==> config.mk <==
export PLATFORM = sky130hd
export DESIGN_NAME = dispense_arbiter
export DESIGN_NICKNAME = d
export VERILOG_FILES = /design/src/rtl/vend_pkg.sv /design/src/rtl/stock_counter.sv /design/src/rtl/dispense_arbiter.sv
export SDC_FILE = /design/constraint.sdc
export NUM_CORES = 1
export LEC_CHECK = 0
export CAP_MARGIN = 15
export CORE_MARGIN = 2
export CORE_UTILIZATION = 30
export DETAILED_ROUTE_END_ITERATION = 7
export SKIP_LAST_GASP = 1
export SLEW_MARGIN = 40
export SYNTH_ARGS = -nofsm -noshare
export SYNTH_HDL_FRONTEND = slang
export SYNTH_SLANG_ARGS = --single-unit
==> constraint.sdc <==
create_clock -name clk -period 3.5 [get_ports clk]
set_input_delay 0.525 -clock clk [delete_from_list [all_inputs] [get_ports clk]]
set_output_delay 0.525 -clock clk [all_outputs]
set_load 0.03 [all_outputs]
==> src/rtl/vend_pkg.sv <==
// vend_pkg: shared FSM states, item codes and stock arithmetic for the dispenser
package vend_pkg;
   localparam int STOCK_W = 8;
   localparam logic STAR = 1'b0;
   localparam logic STRAITS = 1'b1;
   typedef enum logic [1:0] {IDLE, CHECK, DISPENSE, COOL} state_t;
   // callers only decrement non-zero stock, so the sum never underflows
   function automatic logic [STOCK_W-1:0] sat_next(input logic [STOCK_W-1:0] s, input logic dec,
                                                   input logic [STOCK_W-1:0] add);
      logic [STOCK_W:0] sum;
      sum = {1'b0, s} - {{STOCK_W{1'b0}}, dec} + {1'b0, add};
      return sum[STOCK_W] ? {STOCK_W{1'b1}} : sum[STOCK_W-1:0];
   endfunction
endpackage

==> src/rtl/stock_counter.sv <==
// stock_counter: per-item stock with decrement and saturating refill in the same cycle
module stock_counter
   import vend_pkg::*;
#(
   parameter int INIT = 10
) (
   input  logic               clk,
   input  logic               rst,
   input  logic               dec,
   input  logic               add,
   input  logic [STOCK_W-1:0] qty,
   output logic [STOCK_W-1:0] stock
);
   always_ff @(posedge clk or negedge rst)
      if (!rst) stock <= STOCK_W'(INIT);
      else if (dec || add) stock <= sat_next(stock, dec, add ? qty : '0);
endmodule

==> src/rtl/dispense_arbiter.sv <==
// dispense_arbiter: round-robin arbitration of two kiosks onto one feed motor with stock tracking
module dispense_arbiter
   import vend_pkg::*;
#(
   parameter int MOTOR_CYCLES = 4,
   parameter int COOL_CYCLES  = 2,
   parameter int STOCK_INIT   = 10
) (
   input  logic       clk,
   input  logic       rst,
   input  logic [1:0] req,
   input  logic [1:0] req_item,
   output logic [1:0] grant,
   output logic [1:0] done,
   output logic [1:0] nack,
   output logic       motor_en,
   output logic       motor_sel,
   input  logic       refill_valid,
   input  logic       refill_item,
   input  logic [7:0] refill_qty,
   output logic [1:0] empty
);
   localparam logic [15:0] MOT_LAST  = 16'(MOTOR_CYCLES - 1);
   localparam logic [15:0] COOL_LAST = 16'(COOL_CYCLES - 1);
   state_t state;
   logic win, item, rr, pick, sel_zero, dec;
   logic [15:0] cnt;
   logic [1:0] req_v, win_oh;
   logic [STOCK_W-1:0] star_stock, straits_stock;
   // a kiosk still seeing its done/nack pulse has not had a chance to drop req yet
   assign req_v    = req & ~nack & ~done;
   assign pick     = (req_v == 2'b11) ? rr : req_v[1];
   assign win_oh   = win ? 2'b10 : 2'b01;
   assign sel_zero = item ? (straits_stock == '0) : (star_stock == '0);
   assign dec      = (state == CHECK) && !sel_zero;
   assign empty    = {straits_stock == '0, star_stock == '0};
   stock_counter #(.INIT(STOCK_INIT)) u_star (
      .clk(clk), .rst(rst), .dec(dec && item == STAR),
      .add(refill_valid && refill_item == STAR), .qty(refill_qty), .stock(star_stock)
   );
   stock_counter #(.INIT(STOCK_INIT)) u_straits (
      .clk(clk), .rst(rst), .dec(dec && item == STRAITS),
      .add(refill_valid && refill_item == STRAITS), .qty(refill_qty), .stock(straits_stock)
   );
   always_ff @(posedge clk or negedge rst)
      if (!rst) begin
         state     <= IDLE;
         rr        <= 1'b0;
         win       <= 1'b0;
         item      <= STAR;
         cnt       <= '0;
         grant     <= '0;
         done      <= '0;
         nack      <= '0;
         motor_en  <= 1'b0;
         motor_sel <= STAR;
      end else begin
         done <= '0;
         nack <= '0;
         case (state)
            IDLE:
               if (|req_v) begin
                  win   <= pick;
                  item  <= req_item[pick];
                  state <= CHECK;
               end
            CHECK:
               if (sel_zero) begin
                  nack  <= win_oh;
                  rr    <= ~win;
                  state <= IDLE;
               end else begin
                  grant     <= win_oh;
                  motor_en  <= 1'b1;
                  motor_sel <= item;
                  cnt       <= '0;
                  state     <= DISPENSE;
               end
            DISPENSE:
               if (cnt == MOT_LAST) begin
                  grant    <= '0;
                  motor_en <= 1'b0;
                  done     <= win_oh;
                  rr       <= ~win;
                  cnt      <= '0;
                  state    <= (COOL_CYCLES == 0) ? IDLE : COOL;
               end else cnt <= cnt + 16'd1;
            COOL:
               if (cnt == COOL_LAST) state <= IDLE;
               else cnt <= cnt + 16'd1;
            default: state <= IDLE;
         endcase
      end
endmodule

# After elaboration in Yosys (flattened, before gate mapping)
# Cells that the tools add are included.
# op_classes
addsub	5
magnitude_cmp	1
eq_ne	12
n_mux	31
n_bitwise	8
reduce_logical	20
# op_table
cell	count
two-way mux 16 bit	3
case mux 16 bit (3 select lines)	1
two-way mux 8 bit	4
two-way mux 2 bit	11
adder 9 x 8 -> 9 bit	2
subtractor 8 x 1 -> 9 bit	2
adder 16 x 1 -> 16 bit (second input constant)	1
== test 16 x 1 -> 1 bit (second input constant)	1
== test 16 x 2 -> 1 bit (second input constant)	1
logical NOT 8 bit	2
!= test 2 bit (second input constant)	6
AND reduction 3 bit	4
two-way mux 1 bit	8
case mux 2 bit (4 select lines)	1
== test 2 bit (second input constant)	3
logical AND 1 bit	5
bitwise AND 2 bit	2
NOT 1 bit	4
NOT 2 bit	2
case mux 1 bit (2 select lines)	2
case mux 2 bit (2 select lines)	1
AND reduction 2 bit	2
nonzero test 3 bit	1
== test 2 x 1 -> 1 bit (second input constant)	1
other kinds (6)	7
# totals
regBits	45
input_bits	16
wordCells	89

# Longest topological paths before layout
# Gate-level depths: netlist (run 1).
# depth
word_depth	8
ltp_mapped	15
depth_no_buf	15

# Cells and area by module
# A second synthesis (run 1) with hierarchy kept.
# hier_totals
cells_unflattened	405
hier_area_um2	3572.2
# by_module_without_submodules
module	n_inst	cells_each	area_each_um2
stock_counter	2	109	898.4
dispense_arbiter	1	187	1775.5

# Worst setup path after synthesis (run 1)
# No wires, ideal clock.
# synth_path
path_type	register to register
start	register u_star.stock[4]
end	register u_star.stock[1]
arrival_time_ns	2.922
path_slack_ns	0.494
stages_incl_launch_ff	14
path_buffers	0
cell_sequence	dfrtp_1 > or4_4 > o21ai_0 > inv_1 > ha_1 > inv_1 > ha_1 > inv_1 > fa_1 > nor2b_1 > o2111ai_1 > nand3_1 > nand3_1 > a41oi_1
# synth_via
elab_chain_cells	8
# synth_lines
element	line_no	rtl
start: declaration	stock_counter.sv:12	output logic [STOCK_W-1:0] stock
start signal: assignment	stock_counter.sv:15	if (!rst) stock <= STOCK_W'(INIT);
start signal: assignment	stock_counter.sv:16	else if (dec || add) stock <= sat_next(stock, dec, add ? qty : '0);
logical NOT 8 bit	dispense_arbiter.sv:34	assign sel_zero = item ? (straits_stock == '0) : (star_stock == '0);
two-way mux 1 bit	dispense_arbiter.sv:34	
logical NOT 1 bit	dispense_arbiter.sv:35	assign dec = (state == CHECK) && !sel_zero;
logical AND 1 bit	dispense_arbiter.sv:35	
logical AND 1 bit	dispense_arbiter.sv:38	.clk(clk), .rst(rst), .dec(dec && item == STAR),
subtractor 8 x 1 -> 9 bit	vend_pkg.sv:11	sum = {1'b0, s} - {{STOCK_W{1'b0}}, dec} + {1'b0, add};
adder 9 x 8 -> 9 bit	vend_pkg.sv:11	
two-way mux 8 bit	vend_pkg.sv:12	return sum[STOCK_W] ? {STOCK_W{1'b1}} : sum[STOCK_W-1:0];
# Parallel ways exist; a longest one is shown, timed or not.
# A chain may end at the register's enable or synchronous reset.

# Worst setup path after layout (run 1)
# layout_path
start	register u_star.stock[4]
end	register u_star.stock[5]
# Same word-level chain as after synthesis.

==> results of run 1 <==
logic make-up after synthesis:
group	Yosys count
flops	45
buf+inv	81
mux	3
simple gates	137
xor+xnor	12
fa+ha+maj	41
compound gates	100
metrics by stage:
stage	instances	TNS (ns)	utilization
detailed placement	576	-0.0110	0.344
floorplan	419	0	-
CTS	584	0	0.357
finish	584	0	0.359
global route	584	-0.00575	0.359
global placement	576	0	0.343
final timing paths:
check	end	from	depth (start not counted)	slack (ns)
worst max register to register	u_star.stock[5]	u_star.stock[4]	13	0.27
worst max-delay path	u_star.stock[5]	u_star.stock[4]	13	0.27
max in group asynchronous	u_star.stock[1]	rst	1	2.88
worst min-delay path	cnt[3]	rst	1	0.24
min in group clk	rr	rr	1	0.52
worst min register to register	rr	rr	1	0.52
power by group:
| group | total [W] | switching, W | internal [W] |
|---|---|---|---|
| combinational | 0.00190 | 0.00111 | 0.000788 |
| clock | 0.000486 | 0.000200 | 0.000287 |
| sequential | 0.000800 | 0.000124 | 0.000676 |
| total | 0.00319 | 0.00144 | 0.00175 |
placed cells by master (no fill, tap or decap), types with 9 or more instances in the layout:
cell type / netlist / final
nor2_1: 33 / 33
a41oi_1: 16 / 16
o21ai_0: 19 / 18
o211ai_1: 12 / 12
inv_1: 66 / 66
o2111ai_1: 9 / 9
clkdlybuf4s50_1: 0 / 24
dfrtp_1: 41 / 41
ha_1: 39 / 39
nand2_1: 27 / 27
a21oi_1: 12 / 12
nand3_1: 19 / 18
sequential cells by signal (all words and copies together), names as in the netlist, 2 cells and up, named ones only:
name	count
nack	2
u_star.stock	8
done	2
u_straits.stock	8
grant	2
cnt	16
per-layer routing:
layer  vias up  wire length (um)
li1       1536                 -
met1      1467              3810
met2        67              3650
met3         6               303
met4         0                47
met5         -                 0
repair_timing:
action,4_1_cts,5_1_grt
endpoints found under the hold margin,0,0
endpoints found under the setup margin,0,14
resized for setup,0,4
worst register-to-register path, delay by kind of cell (launching register included):
family | cells | cell delay [ns]
simple gates | 3 | 0.87
buf+inv | 3 | 0.18
compound gates | 4 | 0.79
fa+ha+maj | 3 | 0.82
flops | 1 | 0.41
cell type report:
| type | count | area share |
|---|---|---|
| Multi-Input combinational cell | 293 | 0.518 |
| Inverter | 66 | 0.0600 |
| Clock inverter | 2 | 0.00394 |
| Sequential cell | 45 | 0.274 |
| Tap cell | 143 | 0.0433 |
| Clock buffer | 6 | 0.0336 |
| Timing Repair Buffer | 29 | 0.0672 |
==> impl_summary.txt, run 1 <==
----------------------------------------------------
[Run status]
  Violated checks ... DRC
  Run status ... finished with violations

[Synth]
  Top area cells in the synthesized netlist ... dfrtp_1, ha_1, inv_1
  Most frequent cell after synthesis ... inv_1
  Number of standard cells after synthesis ... 419
  Total number of yosys warnings ... 0
  Share of cell area taken by muxes after synthesis ... 0.00875
  Async SR Flop Fraction ... 1.00
  Share of synthesized area occupied by flip-flops and latches ... 0.316
  Main combinational cell family by area after synthesis ... compound AO/OA/AOI/OAI gates
  Netlist area before placement ... 3570 sq um
  Post-synth cell types ... 56
  Adder-Cell Fraction of Synth Area ... 0.148
  Share of synthesized cell area in and, or, nand and nor gates ... 0.198
  Post-synthesis register bit count ... 45
  EDFF count, synth ... 0
  Library cell occupying the most area in the post-synthesis netlist ... dfrtp_1
  Mean instance size in the synthesized netlist ... 8.53 sq um
  Dominant synthesized flop cell ... dfrtp_1
  Area share of the largest cell type after synthesis ... 0.287
  Cell types with the highest counts after synthesis ... inv_1, dfrtp_1, ha_1, nor2_1, nand2_1
  Area share of xor/xnor cells in the synthesized design ... 0.0294
  Compound-Gate Fraction of Synth Area ... 0.210
  Net Count, Synth ... 476

[Drt]
  Avg Vias per Cell ... 5.27
  Number of DRC markers after the initial detailed-route iteration ... 113
  Wirelength per Cell ... 13.4 um
  Number of detailed-route iterations in the first pass ... 6
  Final wirelength ... 7810 um
  ANT nets after route ... 0
  Remaining DRCs ... 1
  Vias after detailed routing ... 3076

[Clocking]
  Hold-fix buffer count after cts ... 0
  Buffer count from post-CTS setup fixing ... 0
  TritonCTS clock tree ... built
  Number of clock sinks seen by CTS ... 45
  Buffer levels on the longest clock path ... 2
  Number of buffers inserted during clock tree synthesis ... 5
  H-tree depth reported by CTS ... 2
  Clock latency of the later-clocked register in the worst-skew pair ... 0.29 ns
  Cell chosen for the clock root ... clkbuf_16
  Clock slew seen by the registers of the worst setup and hold paths ... 0.07 ns

[STA]
  Number of pins exceeding their max-slew limit in the final report ... 0
  Period utilisation layout ... 0.923
  Setup ws final ... 0.270 ns
  Crit path time final ... 3.23 ns
  Hold_ws ... 0.236 ns
  Worst slew margin relative to its limit ... 0.574
  Achievable clock frequency ... 310 MHz
  Final hold vios ... 0
  Clock Skews ... 0.0126 ns
  Worst-Margin Slew ... 0.635 ns
  Total setup violations reported at the end of the flow ... 0

[Die]
  Die extent in y ... 113 um
  Initial core utilization ... 0.310
  Die area ... 12800 sq um
  Chip width ... 113 um
  Placeable Area ... 11500 sq um
  Floorplan row count ... 39
  Top Ports ... 26

[Run]
  MaxCap Viol Count ... 0

[Layout]
  Final instance area ... 4130 sq um
  Post-layout net count ... 497
  Synthesis-to-layout area growth ... 15.6%
  Antenna diode count ... 0
  Sequential cell area ... 1130 sq um
  Combined area of the multi-input logic cells ... 2140 sq um
  Fillcell total ... 1203
  Share of layout cells above drive strength 1 ... 0.0794

[Global route]
  Via count of the first global-routing pass ... 3003
  Met1 Resource Use GR ... 0.174
  Initial antenna violation count ... 0
  GR Layer Usage met3 ... 0.0193
  Grt ovf ... 0
  GR Util All Layers ... 0.128
  Maximum number of pins on one net before global-route repair ... 46
  GR Layer Usage met2 ... 0.217
  Busiest grt layer ... met2
  Global-route wire length before repair ... 13900 um

[Placement]
  Setup Slack @ Placement ... -0.0110 ns
  Final weighted congestion in routability-driven placement ... 0.818
  Cell area reported after detailed placement ... 3960 sq um
  Port Buffers ... 25
  Post-DP HPWL ... 5960 um

[Pwr]
  Total power density per cell area ... 771 nW/um^2
  Worst ir drop on vdd ... 0.000398 V
  LEAKAGE ... 1.86 nW
  Power Total ... 0.00319 W

[Setup path]
  Required arrival time at the worst endpoint ... 3.63 ns
  Type of the worst setup path ... reg -> reg
  Max Fanout on Critical Path ... 8
  Slowest-stage cell, CP ... or4_4
  Cells along the critical path ... or4_4 > o21ai_2 > inv_1 > ha_1 > inv_1 > ha_1 > inv_1 > fa_1 > nor2b_1 > o2111ai_1 > nand3_1 > a21o_1 > a41oi_1
  CP top delay family ... simple AND/OR/NAND/NOR gates
  Maximum single-stage delay on the critical path ... 0.56 ns
  Element type at the critical path end ... register
  Endpoint arrival time on the critical path ... 3.36 ns
  Buffer and inverter count on the worst path ... 3
  Critical Path Most Common Cell ... inv_1
  Launching element type of the critical path ... register

[Hold path]
  Path category of the worst min-delay check ... in -> async

----------------------------------------------------
No activity file was read; power rests on OpenSTA's default activity.
==> run 2, diff against run 1 <==
--- a/config.mk
+++ b/config.mk
@@ -10,7 +10,6 @@
 export CORE_UTILIZATION = 30
 export DETAILED_ROUTE_END_ITERATION = 7
 export SKIP_LAST_GASP = 1
-export SLEW_MARGIN = 40
 export SYNTH_ARGS = -nofsm -noshare
 export SYNTH_HDL_FRONTEND = slang
 export SYNTH_SLANG_ARGS = --single-unit
==> run 2 against run 1 <==
The run still ends with DRC left. Sequential share of layout area hardly changed. Final cell count stayed put. Combinational power hardly changed. Critical path depth stayed put. Global-route usage hardly changed. Non-clock buffer count stayed put. Final area is 0.15% lower. Sequential cell count stayed put. Critical path type unchanged. Largest power group unchanged.
==> impl_summary.txt, run 2 (synthesis gave the netlist of run 1 again) <==
----------------------------------------------------
[Global route]
  Via count of the first global-routing pass ... 2907 (-3.2%)
  GR Util All Layers ... 0.128 (-0.000408)
  Grt ovf ... 0 (unchanged)
  Maximum number of pins on one net before global-route repair ... 46 (unchanged)
  Global-route wire length before repair ... 13700 um (-1.1%)
  Initial antenna violation count ... 0 (unchanged)

[Clocking]
  TritonCTS clock tree ... built
  Number of clock sinks seen by CTS ... 45 (unchanged)
  H-tree depth reported by CTS ... 2 (unchanged)
  Buffer levels on the longest clock path ... 2 (unchanged)
  Cell chosen for the clock root ... clkbuf_16
  Clock latency of the later-clocked register in the worst-skew pair ... 0.29 ns (about the same)
  Post-CTS Resized ... 0 (unchanged)
  Number of buffers inserted during clock tree synthesis ... 5 (unchanged)
  Clock slew seen by the registers of the worst setup and hold paths ... 0.06 ns (about the same)
  Buffer count from post-CTS setup fixing ... 0 (unchanged)
  Hold-fix buffer count after cts ... 0 (unchanged)

[STA]
  Total setup violations reported at the end of the flow ... 0 (unchanged)
  Final hold vios ... 0 (unchanged)
  Crit path time final ... 3.22 ns (-0.0142 ns)
  Clock Skews ... 0.0137 ns (+0.00114 ns)
  Worst-Margin Slew ... 1.04 ns (+0.402 ns)
  Number of pins exceeding their max-slew limit in the final report ... 0 (unchanged)
  Achievable clock frequency ... 311 MHz (+0.44%)
  Period utilisation layout ... 0.919 (-0.00406)
  Worst slew margin relative to its limit ... 0.307 (-0.267)
  Total Neg Setup Slack ... 0 ns (unchanged)

[Die]
  Floorplan row count ... 39 (unchanged)
  Top Ports ... 26 (unchanged)
  Die extent in y ... 113 um (unchanged)
  Placeable Area ... 11500 sq um (unchanged)
  Die area ... 12800 sq um (unchanged)
  Chip width ... 113 um (unchanged)
  Initial core utilization ... 0.310 (unchanged)

[Setup path]
  Launching element type of the critical path ... register
  End of the critical path ... u_star.stock[5]
  Max Fanout on Critical Path ... 8 (unchanged)
  Endpoint arrival time on the critical path ... 3.35 ns (about the same)
  Element type at the critical path end ... register
  Type of the worst setup path ... reg -> reg
  End of the worst register-to-register path ... u_star.stock[5]
  Launching point of the worst reg2reg path ... u_star.stock[4]
  Origin of the worst setup path ... u_star.stock[4]
  Required arrival time at the worst endpoint ... 3.63 ns (about the same)
  Slack of the worst reg-to-reg path ... 0.28 ns (about the same)
  Register-to-Register Path Depth ... 13 (unchanged)

[Layout]
  Largest register FFs ... 16 (unchanged)
  Largest regs ... cnt x16, u_star.stock x8, u_straits.stock x8
  Synthesis-to-layout area growth ... 15.4%
  Top library cells by usage in the layout, fill and taps aside ... inv_1, dfrtp_1, ha_1
  Fillcell total ... 1198 (-0.42%)
  Post-layout net count ... 497 (unchanged)
  Commonest non-fill, non-tap cell in the layout ... inv_1
  Share of layout cells above drive strength 1 ... 0.0771 (-0.00227)
  Antenna diode count ... 0 (unchanged)
  Register name with the most flops ... cnt
  Final instance area ... 4130 sq um (-0.15%)

[Placement]
  Port Buffers ... 25 (unchanged)
  Post-DP HPWL ... 5930 um (-0.58%)
  Cell area reported after detailed placement ... 3960 sq um (-0.16%)
  Final weighted congestion in routability-driven placement ... 0.818 (unchanged)

[Hold path]
  Path category of the worst min-delay check ... in -> async

[Pwr]
  LEAKAGE ... 1.85 nW (about the same)
  Worst ir drop on vdd ... 0.000378 V (-4.9%)
  Total power density per cell area ... 773 nW/um^2 (+0.22%)

[Drt]
  Final wirelength ... 7820 um (+0.12%)
  Avg Vias per Cell ... 5.21 (-1.2%)
  Number of detailed-route iterations in the first pass ... 6 (unchanged)
  Remaining DRCs ... 1 (unchanged)
  ANT nets after route ... 0 (unchanged)
  Vias after detailed routing ... 3040 (-1.2%)
  Wirelength per Cell ... 13.4 um (+0.12%)
  Number of DRC markers after the initial detailed-route iteration ... 87 (-23%)

[Run status]
  Violated checks ... DRC
  Run status ... finished with violations

[Run]
  MaxCap Viol Count ... 0 (unchanged)

----------------------------------------------------
-- run 2: cell count changes in the layout (fill, tap and decap cells not counted) --
cell / change
a21boi_1: +1
a21boi_2: -1
buf_2: +1
buf_4: -1
-- run 2: final cells by class --
type / count / area, sq um / share of cell area
clock buffer: 6 / 139 / 0.0337
tap: 143 / 179 / 0.0434
timing repair buffer: 29 / 275 / 0.0667
sequential: 45 / 1130 / 0.274
inverter: 66 / 248 / 0.0601
multi-input combinational: 293 / 2140 / 0.518
clock inverter: 2 / 16.3 / 0.00394
-- run 2: worst min-delay path by stage --
stage	endpoint	slack, ns	cells past startpoint	from
6_report	done[1]	0.40	1	rst
5_1_grt	cnt[13]	0.49	1	rst
4_1_cts	cnt[13]	0.45	1	rst
3_5_place_dp	motor_sel	0.51	1	motor_sel
3_3_place_gp	u_straits.stock[1]	0.51	2	u_straits.stock[1]
2_1_floorplan	async pin	0.23	0	rst
-- run 2: routing by layer --
layer,global-route usage,share of wire,up-vias
met5,0,0,-
met4,0.0268,0.0056,0
met3,0.0225,0.044,5
met2,0.211,0.47,74
met1,0.176,0.48,1430
li1,-,-,1531
-- run 2: per-stage QoR --
stage	setup WS, ns	hold slack [ns]	total power (W)	utilization	instances
3_3_place_gp	0.0971	0.507	0.00264	0.343	576
6_report	0.284	0.400	0.00319	0.358	584
3_5_place_dp	0.00635	0.508	0.00267	0.343	576
2_1_floorplan	0.494	0.229	0.00224	-	419
5_1_grt	-0.00838	0.491	0.00351	0.358	584
4_1_cts	0.0535	0.448	0.00317	0.357	584
-- run 2: where the power goes --
group          switching (W)  internal (W)
clock               0.000205      0.000287
sequential          0.000121      0.000676
combinational        0.00111      0.000786
-- run 2: worst max-delay path, stage by stage (launching register included) --
cell       delay, ns
dfrtp_1         0.40
or4_4           0.56
o21ai_2         0.22
inv_1           0.07
ha_1            0.27
inv_1           0.06
ha_1            0.15
inv_1           0.05
fa_1            0.41
nor2b_1         0.16
o2111ai_1       0.14
nand3_1         0.15
a21o_1          0.28
a41oi_1         0.15
